[src/rtl/sc_mux41_scan_ctrl.sv]
// Round-robin select generator for a 4:1 active-low-select mux with channel mask,
// forced/held select and change strobe. Define SC_MUXSCAN_DIR_EN to add descending scan.
module sc_mux41_scan_ctrl #(
  parameter int PRESCALE_WIDTH = 16,
  parameter int PRESCALE_MAX   = 49999
) (
  input  logic       SC_MUXSCAN_CLOCK_50,
  input  logic       SC_MUXSCAN_RESET_InLow,
`ifdef SC_MUXSCAN_DIR_EN
  input  logic       SC_MUXSCAN_dirDown_InHigh,
`endif
  input  logic       SC_MUXSCAN_run_InHigh,
  input  logic [3:0] SC_MUXSCAN_mask_InHigh,
  input  logic       SC_MUXSCAN_forceLoad_InHigh,
  input  logic [1:0] SC_MUXSCAN_forceSel_In,
  output logic [1:0] SC_MUXSCAN_select_Out,
  output logic       SC_MUXSCAN_valid_OutHigh,
  output logic       SC_MUXSCAN_strobe_OutHigh,
  output logic       SC_MUXSCAN_allMasked_OutHigh
);

  typedef enum logic [1:0] {ST_IDLE, ST_DWELL, ST_HOLD} state_e;

  state_e                    state_q, state_d;
  logic [1:0]                sel_q, sel_d;
  logic [PRESCALE_WIDTH-1:0] cnt_q, cnt_d;
  logic                      strobe_q, strobe_d;
  logic                      all_masked_q;
  logic                      dir_down;
  logic                      mask_any;
  logic                      valid_d;

`ifdef SC_MUXSCAN_DIR_EN
  assign dir_down = SC_MUXSCAN_dirDown_InHigh;
`else
  assign dir_down = 1'b0;
`endif

  assign mask_any = |SC_MUXSCAN_mask_InHigh;

  // Entry channel: lowest enabled when ascending, highest when descending.
  function automatic logic [1:0] first_chan(input logic [3:0] m, input logic down);
    logic [1:0] res;
    res = 2'd0;
    for (int i = 0; i < 4; i++) begin
      if (down && m[i])                res = 2'(i);
      if (!down && m[3 - i])           res = 2'(3 - i);
    end
    return res;
  endfunction

  // Nearest enabled channel after cur in scan order; cur itself if none other.
  function automatic logic [1:0] next_chan(input logic [1:0] cur, input logic [3:0] m,
                                           input logic down);
    logic [1:0] res;
    logic [1:0] cand;
    res = cur;
    for (int i = 3; i >= 1; i--) begin
      cand = down ? (cur - 2'(i)) : (cur + 2'(i));
      if (m[cand]) res = cand;
    end
    return res;
  endfunction

  always_comb begin
    state_d = state_q;
    sel_d   = sel_q;
    cnt_d   = cnt_q;
    if (SC_MUXSCAN_forceLoad_InHigh) begin
      state_d = ST_HOLD;
      sel_d   = SC_MUXSCAN_forceSel_In;
      cnt_d   = '0;
    end else begin
      case (state_q)
        ST_IDLE: begin
          if (SC_MUXSCAN_run_InHigh && mask_any) begin
            state_d = ST_DWELL;
            sel_d   = first_chan(SC_MUXSCAN_mask_InHigh, dir_down);
            cnt_d   = '0;
          end
        end
        ST_DWELL: begin
          if (!SC_MUXSCAN_run_InHigh || !mask_any) begin
            state_d = ST_IDLE;
            cnt_d   = '0;
          end else if (!SC_MUXSCAN_mask_InHigh[sel_q] ||
                       (cnt_q == PRESCALE_WIDTH'(PRESCALE_MAX))) begin
            sel_d = next_chan(sel_q, SC_MUXSCAN_mask_InHigh, dir_down);
            cnt_d = '0;
          end else begin
            cnt_d = cnt_q + PRESCALE_WIDTH'(1);
          end
        end
        ST_HOLD: begin
          // Keep the forced select on release; the masked-channel rule fixes it up next cycle.
          state_d = (SC_MUXSCAN_run_InHigh && mask_any) ? ST_DWELL : ST_IDLE;
          cnt_d   = '0;
        end
        default: begin
          state_d = ST_IDLE;
          cnt_d   = '0;
        end
      endcase
    end
    valid_d  = (state_d != ST_IDLE);
    strobe_d = (sel_d != sel_q) || (valid_d && (state_q == ST_IDLE));
  end

  always_ff @(posedge SC_MUXSCAN_CLOCK_50 or negedge SC_MUXSCAN_RESET_InLow) begin
    if (!SC_MUXSCAN_RESET_InLow) begin
      state_q      <= ST_IDLE;
      sel_q        <= 2'b00;
      cnt_q        <= '0;
      strobe_q     <= 1'b0;
      all_masked_q <= 1'b0;
    end else begin
      state_q      <= state_d;
      sel_q        <= sel_d;
      cnt_q        <= cnt_d;
      strobe_q     <= strobe_d;
      all_masked_q <= !mask_any;
    end
  end

  assign SC_MUXSCAN_select_Out        = sel_q;
  assign SC_MUXSCAN_valid_OutHigh     = (state_q != ST_IDLE);
  assign SC_MUXSCAN_strobe_OutHigh    = strobe_q;
  assign SC_MUXSCAN_allMasked_OutHigh = all_masked_q;

endmodule

[config.mk]
export PLATFORM = sky130hd
export DESIGN_NAME = sc_mux41_scan_ctrl
export DESIGN_NICKNAME = d
export VERILOG_FILES = /design/src/rtl/sc_mux41_scan_ctrl.sv
export SDC_FILE = /design/constraint.sdc
export NUM_CORES = 1
export LEC_CHECK = 0
export CELL_PAD_IN_SITES_DETAIL_PLACEMENT = 2
export CELL_PAD_IN_SITES_GLOBAL_PLACEMENT = 2
export CORE_UTILIZATION = 34
export CTS_BUF_LIST = sky130_fd_sc_hd__clkbuf_4 sky130_fd_sc_hd__clkbuf_8 sky130_fd_sc_hd__clkbuf_16
export DETAILED_ROUTE_END_ITERATION = 6
export GPL_TIMING_DRIVEN = 0
export PLACE_DENSITY = 0.78
export SYNTH_ARGS = -nofsm -noshare
export SYNTH_HDL_FRONTEND = slang
export SYNTH_SLANG_ARGS = --single-unit
[constraint.sdc]
create_clock -name SC_MUXSCAN_CLOCK_50 -period 2.65 [get_ports SC_MUXSCAN_CLOCK_50]
set_clock_uncertainty 0.15 [all_clocks]
set_input_delay 0.53 -clock SC_MUXSCAN_CLOCK_50 [delete_from_list [all_inputs] [get_ports SC_MUXSCAN_CLOCK_50]]
set_output_delay 0.53 -clock SC_MUXSCAN_CLOCK_50 [all_outputs]
set_load 0.02 [all_outputs]
# ---- Yosys cells after proc, flatten, opt, wreduce, memory -nomap -nowiden
# Cells that the tools add are included.
dict set report word_totals {
  ff_bits 22
  out_inout_bits 5
  in_bits 10
}
dict set report op_classes {
  reduce_logical 12
  magnitude_cmp 4
  n_eq_ne 5
  add_sub_neg 4
  mux 30
}
# operator count
set ops {}
lappend ops {{2-to-1 mux 16 bit} 4}
lappend ops {{case mux 16 bit (2 select lines)} 1}
lappend ops {{2-to-1 mux 2 bit} 14}
lappend ops {{adder 16 x 1 -> 16 bit, second input constant} 1}
lappend ops {{equality test 16 bit, second input constant} 1}
lappend ops {{less-than comparator 2 x 3 -> 1 bit, second input constant} 4}
lappend ops {{binary-select mux 1 bit (select 2 bit)} 4}
lappend ops {{case mux 2 bit (3 select lines)} 1}
lappend ops {{2-to-1 mux 1 bit} 5}
lappend ops {{adder 2 bit, second input constant} 2}
lappend ops {{case mux 2 bit (2 select lines)} 1}
lappend ops {{nonzero test 2 bit} 2}
lappend ops {{OR reduction 4 bit} 1}
lappend ops {{zero test 1 bit} 3}
lappend ops {{logical OR 1 bit} 3}
lappend ops {{inequality test 3 bit, second input constant} 1}
lappend ops {{adder 2 x 1 -> 2 bit, second input constant} 1}
lappend ops {{equality test 2 x 1 -> 1 bit, second input constant} 1}
lappend ops {{equality test 2 bit, second input constant} 1}
lappend ops {{logical AND 1 bit} 2}
lappend ops {{zero test 2 bit} 1}
lappend ops {{inequality test 2 bit} 1}

# ---- Logic depth before layout (Yosys ltp)
# Gate-level depths: netlist of the first run.
dict set report depth {
  word_depth 12
  depth_mapped 7
  mapped_depth_nobuf 6
}

# ---- Least setup slack after synthesis of the first run
# No wires, ideal clock.
dict set report synth_path {
  kind {input port to flip-flop}
  start {input SC_MUXSCAN_mask_InHigh[0]}
  end {register cnt_q[9]}
  stages 7
  setup_time_ns 0.083
  setup_slack_ns 0.352
  arrival_ns 2.065
  path_buffers 2
  required_time_ns 2.417
  path_cell_list {buf_2 -> inv_1 -> mux4_2 -> or3_1 -> buf_2 -> or3_1 -> o21ai_0}
}
dict set report synth_between {
  elab_chain_cells 8
  elab_cells_between_ends 13
  classes_between {1 x eq/ne; 6 x mux; 6 x reduce/logical}
}
# item line_no
set synth_lines {}
lappend synth_lines {{from (decl)} 13} ;# input logic [3:0] SC_MUXSCAN_mask_InHigh,
lappend synth_lines {{binary-select mux 1 bit (select 2 bit)} 86} ;# end else if (!SC_MUXSCAN_mask_InHigh[sel_q] ||
lappend synth_lines {{2-to-1 mux 1 bit (implied by the code)} 86}
lappend synth_lines {{zero test 1 bit} 86}
lappend synth_lines {{logical OR 1 bit} 86}
lappend synth_lines {{2-to-1 mux 16 bit} 86}
lappend synth_lines {{2-to-1 mux 16 bit} 83} ;# if (!SC_MUXSCAN_run_InHigh || !mask_any) begin
lappend synth_lines {{case mux 16 bit (2 select lines)} 74} ;# case (state_q)
lappend synth_lines {{2-to-1 mux 16 bit} 69} ;# if (SC_MUXSCAN_forceLoad_InHigh) begin
lappend synth_lines {{to (signal assigned)} 119} ;# cnt_q <= cnt_d;
lappend synth_lines {{to (decl)} 26} ;# logic [PRESCALE_WIDTH-1:0] cnt_q, cnt_d;
# Several ways; a longest one is shown, not always the timed one. The select of a mux whose other input is x is not followed.
# A chain may end at the register's enable or synchronous reset.

# ---- Worst setup path after layout of the first run
dict set report layout_path {
  start {input SC_MUXSCAN_run_InHigh}
  end {register cnt_q[7]}
}
dict set report layout_between {
  elab_chain_cells 5
  elab_cells_between_ends 7
  classes_between {1 x eq/ne; 3 x mux; 3 x reduce/logical}
}
# item line_no
set layout_lines {}
lappend layout_lines {{from (decl)} 12} ;# input logic SC_MUXSCAN_run_InHigh,
lappend layout_lines {{zero test 1 bit} 83}
lappend layout_lines {{logical OR 1 bit} 83}
lappend layout_lines {{2-to-1 mux 16 bit} 83}
lappend layout_lines {{case mux 16 bit (2 select lines)} 74}
lappend layout_lines {{2-to-1 mux 16 bit} 69}
# Several ways; a longest one is shown, not always the timed one.

==> run_results.csv, run 1 <==
group,metric,value,unit
run_status,outcome,"complete, no violations",
pwr,p_total,848,uW
grt,grt_max_degree,23,
worst_setup_path,start_kind,"input pin",
sta,clock.fmax,402,MHz
route,vias_per_cell,6.27,
cts,h-tree-depth,1,
logic_synthesis,synth_edf_count,0,
sta,final_max_slew_viol_count,0,
finish,syn_to_final_growth,16.8,%
grt,gr-total-overflow,0,
pwr,cellInternalPower,607,uW
worst_setup_path,worstPathArrival,2.54,ns
logic_synthesis,syn_inst,176,
cts,clk_path_buf_depth,2,
route,post_drt_wl_per_cell,21.6,um
worst_setup_path,slowest_stage,"clkdlybuf4s50_1",
worst_setup_path,path_cells,"clkdlybuf4s50_1 > o41a_1 > nand3_1 > or3_1 > buf_2 > or3_1 > o21ai_1",
worst_setup_path,cp_max_fo,10,
floorplan,placementRows,23,
route,drc,0,
pwr,p_seq_share,41.9,%
finish,n_fill_cell,464,
finish,diodes,0,
grt,grtUsageTotal,24.7,%
cts,clkLatencyLatePin,0.28,ns
worst_setup_path,crit_required,2.70,ns
sta,slew_headroom,26.1,%
cts,clock_sinks,22,
grt,grt_pass1_wl,8.49,mm
route,ant_nets,0,
logic_synthesis,synthFlopType,"dfrtp_1",
pwr,power_frac_comb,18.7,%
floorplan,die_h,68.1,um
logic_synthesis,syn_nets,187,
route,dr_total_vias,1511,
logic_synthesis,avgSynthCellArea,8.45,um2
logic_synthesis,ys_seq_area_share,37.0,%
worst_hold_path,whs_endpoint,"cnt_q[14]$_DFFE_PN0P_",
logic_synthesis,async_flop_share,100,%
sta,setup_violations,0,
worst_setup_path,r2r-end,"SC_MUXSCAN_select_Out[1]$_DFF_PN0_",
placement,port_buffers,11,
worst_setup_path,reg2reg_depth,6,
sta,rsz0062_at_grt,"no",
pwr,power_leakage,0.647,nW
worst_setup_path,path_delay_family,"simple AND/OR/NAND/NOR gates",
logic_synthesis,synth_area,1490,um2
sta,tightest_slew,1.11,ns
worst_setup_path,slowest_delay,0.54,ns
worst_hold_path,hold_class,"reg2reg",
placement,place_congestion,0.826,
sta,fin_crit,2.48,ns
worst_setup_path,r2r-start,"cnt_q[0]$_DFFE_PN0P_",
route,first_iter_violations,68,
grt,first_global_vias,1698,
cts,path_clk_slew,0.10,ns
cts,cts_buffers,3,
worst_setup_path,crit_path_end_kind,"flop",
worst_hold_path,hold_path.startpoint,"cnt_q[14]$_DFFE_PN0P_",
floorplan,die_x,68.1,um
placement,postPlaceCellArea,1660,um2
worst_hold_path,whs_path_depth,1,
finish,design_area,1740,um2
pwr,powerDensity,488,nW/um2
logic_synthesis,synth_cell_type_count,48,
grt,antenna_found_initial,0,
placement,dp_hpwl,3.78,mm
finish,drive_gt1_share,9.42,%
floorplan,io_pins,15,
floorplan,design.die.area,4640,um2
cts,cts-root-buf,"clkbuf_8",
sta,hold_viol,0,
pwr,switchingPower,241,uW
worst_setup_path,crit_top_cell,"or3_1",
finish,nNetsFinal,203,
worst_setup_path,worst-path-buf-inv,2,
floorplan,core_area,4090,um2
worst_setup_path,rrSetupSlack,0.20,ns
logic_synthesis,yosysWarnings,0,
sta,fin_crit_sh,93.8,%
pwr,p_sw_share,28.4,%
worst_setup_path,path_class,"in2reg",
route,firstDrtPassIters,4,
flow_run,drv_cap,0,
pwr,ir_drop,255,uV
cts,cts_tree,"built",
route,wl,5.22,mm
pwr,pwr-share-clk,39.5,%
logic_synthesis,ys_seq_elements,22,
floorplan,start_util,36.4,%
-- cell type report --
class | instances | area, um2 | area share (%)
clock buffer | 3 | 41.3 | 2.38
sequential | 22 | 551 | 31.7
multi-input combinational | 133 | 860 | 49.5
buffer | 12 | 52.6 | 3.02
timing repair buffer | 11 | 108 | 6.19
inverter | 9 | 33.8 | 1.94
tap | 50 | 62.6 | 3.60
clock inverter | 1 | 30.0 | 1.73
-- worst max-delay path by stage --
stage / to / start / depth (start not counted) / slack, ns
final: cnt_q[7]$_DFFE_PN0P_ / SC_MUXSCAN_run_InHigh / 7 / 0.17
after global routing: cnt_q[10]$_DFFE_PN0P_ / SC_MUXSCAN_run_InHigh / 7 / 0.02
after CTS: cnt_q[10]$_DFFE_PN0P_ / SC_MUXSCAN_run_InHigh / 7 / 0.12
after detailed placement: cnt_q[9]$_DFFE_PN0P_ / SC_MUXSCAN_mask_InHigh[2] / 7 / -0.54
after global placement: cnt_q[9]$_DFFE_PN0P_ / SC_MUXSCAN_mask_InHigh[1] / 7 / -0.40
after floorplan: cnt_q[9]$_DFFE_PN0P_ / SC_MUXSCAN_mask_InHigh[0] / 7 / 0.35
-- state kept, by name, indices dropped and copies added, names as in the netlist --
name                          cells
SC_MUXSCAN_select_Out             2
cnt_q                            16
SC_MUXSCAN_strobe_OutHigh         1
state_q                           2
SC_MUXSCAN_allMasked_OutHigh      1
-- per-stage QoR --
step	hold WS (ns)	setup TNS, ns	setup WS (ns)	std cells	util (%)
6_report	0.367	0	0.165	241	42.5
5_1_grt	0.389	0	0.0231	241	42.5
4_1_cts	0.371	0	0.122	241	42.5
3_5_place_dp	0.357	-7.24	-0.539	237	40.6
3_3_place_gp	0.327	-5.68	-0.404	237	40.6
2_1_floorplan	0.0844	0	0.352	176	-
-- repair_timing --
item / 4_1_cts / 5_1_grt
cloned: 0 / 0
setup buffers: 0 / 0
hold buffers: 0 / 0
pin swaps: 1 / 1
gates resized for setup: 4 / 0
endpoints found under the setup margin: 14 / 2
-- layout by cell type (no fill, tap or decap), drive strengths merged, types with 7 or more instances in the layout --
cell	synthesis	routed
inv	9	9
nand2	14	14
clkbuf	8	11
o21ai	13	13
a31oi	7	7
dfrtp	22	22
nand3	9	9
clkdlybuf4s50	0	9
nor3	8	8
nor2	10	10
-- per-layer routing --
layer | track usage [%] | up-vias | part of all wire, %
met4 | 4.43 | 0 | 0.21
li1 | - | 697 | -
met5 | 0 | - | 0
met3 | 2.67 | 2 | 1.5
met2 | 40.2 | 19 | 50
met1 | 35.3 | 793 | 48
-- cell families (layout without fill, tap and decap cells) --
family / after synthesis / in the layout / share of synthesized area, %
AO/OA/AOI/OAI: 55 / 55 / 25.8
XOR/XNOR: 1 / 1 / 0.589
adder cells (fa/ha/maj): 1 / 1 / 0.841
buffers and inverters: 21 / 36 / 5.80
flip-flops: 22 / 22 / 37.0
multiplexers: 3 / 3 / 2.86
AND/OR/NAND/NOR: 73 / 73 / 27.1
-- synth_stat cells, drive strengths merged (3+ instances only) --
cell type  count  area share (%)
clkbuf         8             2.0
a211oi         4             2.0
nor3           8             3.0
o21ai         13             4.4
nand2         14             3.5
nand4          4             1.7
dfrtp         22              37
buf            4             1.5
nand2b         5             2.1
nand3          9             3.0
a22o           5             2.9
nor2b          3             1.3
nor2          10             2.5
or3            4             1.7
a21oi          5             1.7
a41oi          4             2.4
a31oi          7             2.9
inv            9             2.3
-- power groups by stage --
stage	sequential (mW)	clock, mW	combinational, mW
3_5_place_dp	0.362	0	0.155
2_1_floorplan	0.367	0	0.0818
3_3_place_gp	0.361	0	0.147
6_report	0.355	0.335	0.158
5_1_grt	0.357	0.352	0.172
4_1_cts	0.356	0.340	0.157
(Power assumes the default switching activity.)
==> run 2, diff against run 1 <==
- CORE_MARGIN: default -> 4
==> run 2 against run 1 <==
- sequential cell count unchanged
- sequential share of layout area up 0.18 points
- setup slack better by 0.013 ns
- non-clock buffer count up 3
- utilization down 0.54 points
- routed wire length down 6.7%
- design area down 0.58%
- via count down 0.46%
- final cell count up 0.83%
==> run_results.csv, run 2 (synthesized netlist as in run 1, its figures left out) <==
group,metric,value,unit
cts,h-tree-depth,1,
cts,postCtsHoldBufs,0,
floorplan,placementRows,23,
sta,rsz0062_at_grt,"no",
sta,tightest_slew,1.08,ns
pwr,ir_drop,240,uV
placement,port_buffers,11,
worst_setup_path,rrSetupSlack,0.20,ns
worst_setup_path,start_kind,"input pin",
finish,largest_register,"cnt_q",
cts,path_clk_slew,0.08,ns
cts,cts_buffers,3,
worst_setup_path,path_class,"in2reg",
sta,fin_crit_sh,93.3,%
placement,postPlaceCellArea,1660,um2
route,first_iter_violations,56,
finish,syn_to_final_growth,16.1,%
finish,regArea,551,um2
worst_setup_path,r2r-end,"cnt_q[9]$_DFFE_PN0P_",
placement,dp_hpwl,3.67,mm
worst_hold_path,hold_class,"reg2reg",
route,post_drt_wl_per_cell,20.0,um
cts,cts-root-buf,"clkbuf_8",
route,ant_nets,0,
floorplan,io_pins,15,
worst_setup_path,worstPathArrival,2.51,ns
grt,gr-total-overflow,0,
pwr,p_seq_share,49.1,%
floorplan,die_h,74.1,um
finish,nNetsFinal,206,
cts,clk_path_buf_depth,2,
worst_setup_path,startpoint,"SC_MUXSCAN_mask_InHigh[1]",
pwr,switchingPower,216,uW
floorplan,start_util,36.2,%
grt,grt_max_degree,23,
flow_run,drv_cap,0,
pwr,power_leakage,0.650,nW
worst_setup_path,endpoint,"cnt_q[9]$_DFFE_PN0P_",
pwr,power_frac_comb,21.1,%
cts,cts_tree,"built",
grt,first_global_vias,1620,
finish,diodes,0,
finish,drive_gt1_share,9.84,%
route,vias_per_cell,6.19,
route,drc,0,
worst_setup_path,cp_max_fo,10,
finish,largest_reg_flops,16,
sta,setup_violations,0,
floorplan,design.die.area,5500,um2
sta,fin_crit,2.47,ns
grt,grtUsageTotal,19.6,%
sta,slew_headroom,27.9,%
worst_setup_path,crit_path_end_kind,"flop",
finish,layout_commonest_cell,"dfrtp_1",
placement,place_congestion,0.873,
pwr,pwr-share-clk,29.8,%
route,wl,4.87,mm
sta,hold_viol,0,
pwr,p_total,724,uW
run_status,outcome,"complete, no violations",
grt,grt_pass1_wl,8.34,mm
floorplan,die_x,74.1,um
finish,final_cell_mix,"dfrtp_1, nand2_1, o21ai_0",
pwr,powerDensity,419,nW/um2
route,firstDrtPassIters,4,
floorplan,core_area,4120,um2
worst_setup_path,reg2reg_depth,7,
worst_setup_path,r2r-start,"cnt_q[0]$_DFFE_PN0P_",
finish,n_fill_cell,486,
cts,clkLatencyLatePin,0.27,ns
finish,multi_input_comb_area,857,um2
pwr,p_sw_share,29.8,%
cts,clock_sinks,22,
sta,final_max_slew_viol_count,0,
route,dr_total_vias,1504,
worst_setup_path,crit_required,2.69,ns
grt,antenna_found_initial,0,
sta,clock.fmax,405,MHz
pwr,cellInternalPower,508,uW
finish,design_area,1730,um2
==> run 2: repair_timing <==
item | 4_1_cts | 5_1_grt
resized for setup | 3 | 0
pin swaps | 0 | 1
cloned | 0 | 0
setup endpoints to repair | 15 | 1
setup buffers | 0 | 3
==> run 2: metrics by stage <==
| stage | setup WS, ns | std cells | TNS [ns] | util (%) | hold WS, ns |
|---|---|---|---|---|---|
| 6_report | 0.178 | 243 | 0 | 42.0 | 0.367 |
| 3_5_place_dp | -0.503 | 237 | -6.81 | 40.3 | 0.354 |
| 2_1_floorplan | 0.352 | 176 | 0 | - | 0.0844 |
| 3_3_place_gp | -0.400 | 237 | -5.23 | 40.3 | 0.334 |
| 4_1_cts | 0.193 | 240 | 0 | 41.4 | 0.366 |
| 5_1_grt | 0.0458 | 243 | 0 | 42.0 | 0.403 |
==> run 2: per-layer routing <==
metal  track usage [%]  vias to the layer above  wire, um  share of wire, %
li1                  -                      704         -                 -
met1              27.7                      779      2410                50
met2              30.9                       13      2270                47
met3              3.11                        8       107               2.2
met4              5.63                        0        75               1.5
met5                 0                        -         0                 0
==> run 2: worst min path at each step <==
stage / start / end / cells past startpoint
after floorplan: SC_MUXSCAN_RESET_InLow / SC_MUXSCAN_allMasked_OutHigh$_DFF_PN0_ / 0
after global placement: cnt_q[14]$_DFFE_PN0P_ / cnt_q[14]$_DFFE_PN0P_ / 1
after detailed placement: cnt_q[14]$_DFFE_PN0P_ / cnt_q[14]$_DFFE_PN0P_ / 1
after CTS: cnt_q[14]$_DFFE_PN0P_ / cnt_q[14]$_DFFE_PN0P_ / 1
after global routing: cnt_q[11]$_DFFE_PN0P_ / cnt_q[11]$_DFFE_PN0P_ / 1
final: cnt_q[14]$_DFFE_PN0P_ / cnt_q[14]$_DFFE_PN0P_ / 1
==> run 2: layout make-up <==
cell class | count | area share [%]
Buffer | 12 | 3.04
Clock buffer | 3 | 2.39
Inverter | 9 | 1.96
Multi-Input combinational cell | 133 | 49.6
Sequential cell | 22 | 31.9
Tap cell | 50 | 3.62
Timing Repair Buffer | 14 | 7.53
==> run 2: worst max-delay path: stages <==
cell,delay [ns]
dlygate4sd2_1,0.35
inv_1,0.09
mux4_2,0.52
or3_1,0.36
buf_2,0.20
or3_1,0.37
o21ai_0,0.09
==> run 2: power by group through the flow <==
stage          Clock, mW  Combinational [mW]  Sequential (mW)
6_report           0.216               0.152            0.355
4_1_cts            0.229               0.154            0.356
5_1_grt            0.236               0.169            0.357
3_3_place_gp           0               0.146            0.361
3_5_place_dp           0               0.153            0.362
2_1_floorplan          0              0.0818            0.367
